[config.mk]
export PLATFORM = sky130hd
export DESIGN_NAME = stopwatch_ctrl
export DESIGN_NICKNAME = d
export VERILOG_FILES = /design/src/rtl/stopwatch_pkg.sv /design/src/rtl/btn_debounce.sv /design/src/rtl/stopwatch_ctrl.sv
export SDC_FILE = /design/constraint.sdc
export NUM_CORES = 1
export LEC_CHECK = 0
export ABC_AREA = 1
export BUFFER_PORTS_ARGS = -buffer_cell sky130_fd_sc_hd__clkbuf_2
export CORE_MARGIN = 4
export CORE_UTILIZATION = 50
export CTS_BUF_LIST = sky130_fd_sc_hd__clkbuf_16
export CTS_CLUSTER_SIZE = 10
export DETAILED_ROUTE_END_ITERATION = 8
export PLACE_DENSITY = 0.73
export RECOVER_POWER = 50
export SYNTH_ARGS = -nofsm -noshare
export SYNTH_HDL_FRONTEND = slang
export SYNTH_SLANG_ARGS = --single-unit
[constraint.sdc]
create_clock -name Clk -period 2.06 [get_ports Clk]
set_input_delay 0.206 -clock Clk [delete_from_list [all_inputs] [get_ports Clk]]
set_output_delay 0.206 -clock Clk [all_outputs]
set_load 0.005 [all_outputs]
[src/rtl/stopwatch_pkg.sv]
// Shared definitions for the stopwatch run-control block: FSM state
// encoding and default timing constants for a 50 MHz system clock.
package stopwatch_pkg;

    typedef enum logic [1:0] {
        ST_IDLE  = 2'd0,
        ST_RUN   = 2'd1,
        ST_PAUSE = 2'd2
    } sw_state_t;

    // 50 MHz clock: 0.1 s per tick, 10 ms of contact stability per button.
    localparam int DIV_DEFAULT      = 5_000_000;
    localparam int DEBOUNCE_DEFAULT = 500_000;

endpackage

[src/rtl/btn_debounce.sv]
// Push-button conditioner: two-flop synchronizer, stability counter and a
// one-cycle press event on each accepted high-to-low (press) transition.
module btn_debounce
    import stopwatch_pkg::*;
#(
    parameter int DEBOUNCE = DEBOUNCE_DEFAULT
) (
    input  logic clk,
    input  logic rst_n,
    input  logic nbtn,
    output logic press
);

    localparam int CW = (DEBOUNCE > 0) ? $clog2(DEBOUNCE + 1) : 1;
    localparam logic [CW-1:0] CNT_MAX = CW'(DEBOUNCE);

    logic          sync1_r;
    logic          sync2_r;
    logic          stable_r;
    logic [CW-1:0] cnt_r;
    logic          press_r;

    // Bring the asynchronous button level into the clock domain; released = 1.
    always_ff @(posedge clk or negedge rst_n) begin
        if (!rst_n) begin
            sync1_r <= 1'b1;
            sync2_r <= 1'b1;
        end else begin
            sync1_r <= nbtn;
            sync2_r <= sync1_r;
        end
    end

    // Accept a new level only after it has differed from the stable level long enough.
    always_ff @(posedge clk or negedge rst_n) begin
        if (!rst_n) begin
            stable_r <= 1'b1;
            cnt_r    <= '0;
            press_r  <= 1'b0;
        end else if (sync2_r != stable_r) begin
            if (cnt_r == CNT_MAX) begin
                stable_r <= sync2_r;
                cnt_r    <= '0;
                press_r  <= ~sync2_r;
            end else begin
                cnt_r    <= cnt_r + CW'(1);
                press_r  <= 1'b0;
            end
        end else begin
            cnt_r   <= '0;
            press_r <= 1'b0;
        end
    end

    assign press = press_r;

endmodule

[src/rtl/stopwatch_ctrl.sv]
// Stopwatch run control: debounced Start/Stop and Clear buttons drive an
// IDLE/RUN/PAUSE machine; a prescaler issues the 0.1 s count-enable Tick
// and a one-cycle active-low clear for the downstream BCD counter chain.
module stopwatch_ctrl
    import stopwatch_pkg::*;
#(
    parameter int DIV      = DIV_DEFAULT,
    parameter int DEBOUNCE = DEBOUNCE_DEFAULT
) (
    input  logic Clk,
    input  logic nReset,
    input  logic nBtn_StartStop,
    input  logic nBtn_Clear,
    output logic Tick,
    output logic nClear,
    output logic Running
);

    localparam int PW = (DIV > 1) ? $clog2(DIV) : 1;
    localparam logic [PW-1:0] PRESC_MAX = PW'(DIV - 1);

    logic          ss_ev_s;
    logic          clr_ev_s;
    sw_state_t     state_r;
    sw_state_t     state_nx_s;
    logic [PW-1:0] presc_r;
    logic [PW-1:0] presc_nx_s;
    logic          tick_nx_s;
    logic          nclear_nx_s;
    logic          tick_r;
    logic          nclear_r;
    logic          running_r;

    btn_debounce #(.DEBOUNCE(DEBOUNCE)) u_db_startstop (
        .clk   (Clk),
        .rst_n (nReset),
        .nbtn  (nBtn_StartStop),
        .press (ss_ev_s)
    );

    btn_debounce #(.DEBOUNCE(DEBOUNCE)) u_db_clear (
        .clk   (Clk),
        .rst_n (nReset),
        .nbtn  (nBtn_Clear),
        .press (clr_ev_s)
    );

    // Next state, prescaler and output values from the current state and button events.
    always_comb begin
        state_nx_s  = state_r;
        presc_nx_s  = presc_r;
        tick_nx_s   = 1'b0;
        nclear_nx_s = 1'b1;
        case (state_r)
            ST_IDLE: begin
                presc_nx_s = '0;
                if (clr_ev_s) begin
                    nclear_nx_s = 1'b0;
                end else if (ss_ev_s) begin
                    state_nx_s = ST_RUN;
                end else begin
                    state_nx_s = ST_IDLE;
                end
            end
            ST_RUN: begin
                // Pausing freezes the prescaler and suppresses any Tick due now.
                if (ss_ev_s) begin
                    state_nx_s = ST_PAUSE;
                end else if (presc_r == PRESC_MAX) begin
                    presc_nx_s = '0;
                    tick_nx_s  = 1'b1;
                end else begin
                    presc_nx_s = presc_r + PW'(1);
                end
            end
            ST_PAUSE: begin
                // Clear takes priority over a coincident start/stop press.
                if (clr_ev_s) begin
                    state_nx_s  = ST_IDLE;
                    presc_nx_s  = '0;
                    nclear_nx_s = 1'b0;
                end else if (ss_ev_s) begin
                    state_nx_s = ST_RUN;
                end else begin
                    state_nx_s = ST_PAUSE;
                end
            end
            default: begin
                state_nx_s = ST_IDLE;
                presc_nx_s = '0;
            end
        endcase
    end

    // State, prescaler and registered outputs.
    always_ff @(posedge Clk or negedge nReset) begin
        if (!nReset) begin
            state_r   <= ST_IDLE;
            presc_r   <= '0;
            tick_r    <= 1'b0;
            nclear_r  <= 1'b1;
            running_r <= 1'b0;
        end else begin
            state_r   <= state_nx_s;
            presc_r   <= presc_nx_s;
            tick_r    <= tick_nx_s;
            nclear_r  <= nclear_nx_s;
            running_r <= (state_nx_s == ST_RUN);
        end
    end

    assign Tick    = tick_r;
    assign nClear  = nclear_r;
    assign Running = running_r;

endmodule

==> implementation parameters <==
Parameter                              Value

Worst hold path
  Worst Hold Launch ... u_db_startstop.sync1_r
  Hold Crit Class ... reg -> reg

Power and ir drop
  P per Cell Area ... 702.4 mW/mm^2
  Total leakage power ... 2.014 nW
  IR Drop Worst-Case VDD ... 0.5952 mV

Cells and area
  Layout cell share with drive strength beyond 1 ... 0.09877
  Most frequent cells in the layout ... 136 x nand2_1, 106 x nor2_1, 67 x dfrtp_1, 67 x inv_1, 46 x nand3_1
  Post-route standard cell area excluding fillers ... 0.004592 mm^2
  Post-layout utilization of the core ... 0.5851
  Layout fillers ... 680
  Most common cell after layout, fill and taps aside ... nand2_1
  Total Nets Final ... 571
  Number of diodes ... 0
  Layout overhead on the synthesized area ... 11.86%

Logic synthesis
  Distinct cell type count after synthesis ... 33
  Yosys synthesis warning count ... 0
  Syn avg cell area ... 7.560 um^2
  Synthesized netlist net count ... 552
  Post-synth EDFFs ... 0
  Most area-consuming cells after synthesis ... dfrtp_1 41%, nand2_1 12%, nor2_1 9.7%, inv_1 6.0%, nand3_1 5.6%
  Area of the mapped netlist ... 0.004105 mm^2
  Register bit total from synthesis ... 74
  Most used flip-flop cell after synthesis ... dfrtp_1
  Share of synthesized flip-flops with an asynchronous set or reset ... 1.000
  Portion of the post-synthesis area used by sequential elements ... 0.4532
  Post-synth top area cell ... dfrtp_1
  Number of instances in the synthesized netlist ... 543
  Fraction of post-synthesis cell area in the top cell type by area ... 0.4084

Routing
  Routed via count divided by cell count ... 5.018
  Top sig layer ... met4
  Length of routed wiring on met1 ... 3.905 mm
  Wire length on met2 ... 3.851 mm
  Residual antenna-violating net count after detailed routing ... 0
  Count of vias placed by the detailed router ... 3357
  Routed wire length on met3 ... between 200 and 300 um
  DRC violation count after routing ... 0
  Initial DRT Pass Iterations ... 5
  Total wire length ... just over 8 mm
  Drt wl/cell ... 12.21 um
  Detailed Route Iter0 Violations ... 170

GRT
  Largest net degree at the start of global routing ... 44
  First-pass GRT wire length ... around 15 mm
  Number of antenna violations at the first check in global routing ... 0
  Gr ovfl total ... 0
  Total track usage ... 0.1833
  Via count of the first global-routing pass ... 3209

Floorplan
  Count of boundary I/O pins ... 7
  DIE HEIGHT ... 98.61 um
  Placeable core region ... 0.007848 mm^2
  Number of core rows ... 32
  Die Area ... between 0.009 and 0.01 mm^2
  Starting Density ... 0.5231
  Horiz. Die Dim ... 98.61 um

Timing
  Final hold violation count ... 0
  Maximum frequency from static timing analysis ... 581.7 MHz
  Setup TNS ... 0 ns
  Count of pins over their slew limit ... 0
  Final critical path time including I/O delays and setup ... roughly 1.7 ns
  Slew HR ... 0.4702
  Setup violations, final ... 0
  Final worst hold slack ... 0.3549 ns
  Setup Skew ... around 0.008 ns
  RSZ-0062 raised after global routing ... no
  Transition at the pin with the smallest max-transition slack ... 0.7946 ns
  Final cycle utilization of the critical path ... 0.8345

Clock network
  Clock slew at reported path FFs ... 0.06 ns
  H-tree levels ... 3
  Deepest clock path buffer count ... 2
  CTS Buf Count ... 9
  Total clock sinks ... 74
  Clock tree from TritonCTS ... yes
  Clock root cell ... clkbuf_16
  Number of buffers inserted to repair setup after CTS ... 0
  Later-pin clock latency in the skew report ... 0.33 ns

Critical path
  Critical path class ... reg -> reg
  Worst R2R Start ... presc_r[1]
  Critical path required time ... about 2.3 ns
  Signal arrival time at the worst endpoint ... 1.92 ns
  CP Launch Type ... flip-flop
  Maximum fanout count along the critical path ... 12
  Endpoint type of the worst setup path ... flip-flop
  Critical Path Start ... presc_r[1]

Placement
  Global placer's final weighted congestion ... 0.9757
  Half-perimeter wire length after placement ... around 5.9 mm
  Number of port buffers ... 6
  Placed instance area ... 0.004259 mm^2

Job
  Number of maximum-capacitance constraint violations ... 0

Outcome
  Outcome ... complete, no violations
==> metal layers <==
layer,vias to the layer above,global-route usage
li1,1736,-
met4,0,0.07563
met1,1544,0.2385
met3,12,0.04459
met2,65,0.2938
met5,-,0
==> registers in the layout, summed over array words and instances (netlist names), 2 cells and up <==
signal / count
u_db_startstop.cnt_r: 19
presc_r: 23
state_r: 2
u_db_clear.cnt_r: 19
==> cells by family after synthesis <==
family / count (synthesis) / share of synthesized area
flip-flops: 74 / 0.4532
XOR/XNOR: 26 / 0.05547
AND/OR/NAND/NOR: 346 / 0.3749
AO/OA/AOI/OAI: 21 / 0.03079
buffers and inverters: 71 / 0.07040
adder cells (fa/ha/maj): 5 / 0.01524
==> timing repair <==
action,in CTS,in global routing
endpoints found under the setup margin,0,0
gates resized for setup,0,0
hold buffers,3,0
hold endpoints to repair,27,0
==> final cells by class <==
| type | count | area, um^2 | share of cell area |
|---|---|---|---|
| clock buffers | 9 | 225.2 | 0.04905 |
| clock inverters | 7 | 93.84 | 0.02044 |
| inverters | 68 | 255.2 | 0.05559 |
| multi-input cells | 398 | 1956 | 0.4259 |
| flip-flops and latches | 74 | 1861 | 0.4052 |
| well taps | 102 | 127.6 | 0.02779 |
| repair buffers | 11 | 73.82 | 0.01608 |
==> through the flow <==
step           instances  setup WS [ns]  power [W]
3_5_place_dp         650         0.3528   0.001588
6_report             669         0.3410   0.003226
4_1_cts              669         0.3366   0.003264
2_1_floorplan        543         0.5963   0.001538
3_3_place_gp         650         0.4251   0.001584
5_1_grt              669         0.1740   0.003349
==> synth_stat cells (2+ instances only) <==
master	count
nand2_2	5
nand3_2	5
nand3_1	46
nand2_1	136
nor2_2	7
nor2_1	106
o21ai_1	2
nand4_1	9
nor2_4	6
xnor2_1	5
nand3b_1	4
inv_1	66
o21ai_0	9
a21oi_1	5
ha_1	5
xor2_1	21
nor3b_1	2
dfstp_2	7
dfrtp_1	67
nor3_1	15
buf_6	3
==> worst max-delay path, cell delays in order, from the launching register on <==
cell     delay (ns)
dfrtp_1        0.39
ha_1           0.28
nand2_2        0.10
nor2_4         0.12
nand2_2        0.08
nor2_2         0.09
nand3_2        0.10
a21oi_4        0.33
nor2_1         0.10
==> report_power, final <==
| group | leakage, nW | internal (W) | switching [W] |
|---|---|---|---|
| clock network | 0.157 | 0.00106 | 0.000606 |
| registers | 1.00 | 0.00147 | 0.0000122 |
| logic | 0.852 | 0.0000216 | 0.0000553 |
==> final timing paths <==
path                                     endpoint  slack, ns  cells after the start
min in group asynchronous    u_db_clear.cnt_r[13]       0.48                      2
hold / removal             u_db_startstop.sync2_r       0.35                      0
setup / recovery                      presc_r[12]       0.34                      8
hold reg to reg            u_db_startstop.sync2_r       0.35                      0
max in group asynchronous             presc_r[22]       0.43                      3
setup reg to reg                      presc_r[12]       0.34                      8
Note: power is estimated with default switching activity, not from simulation.
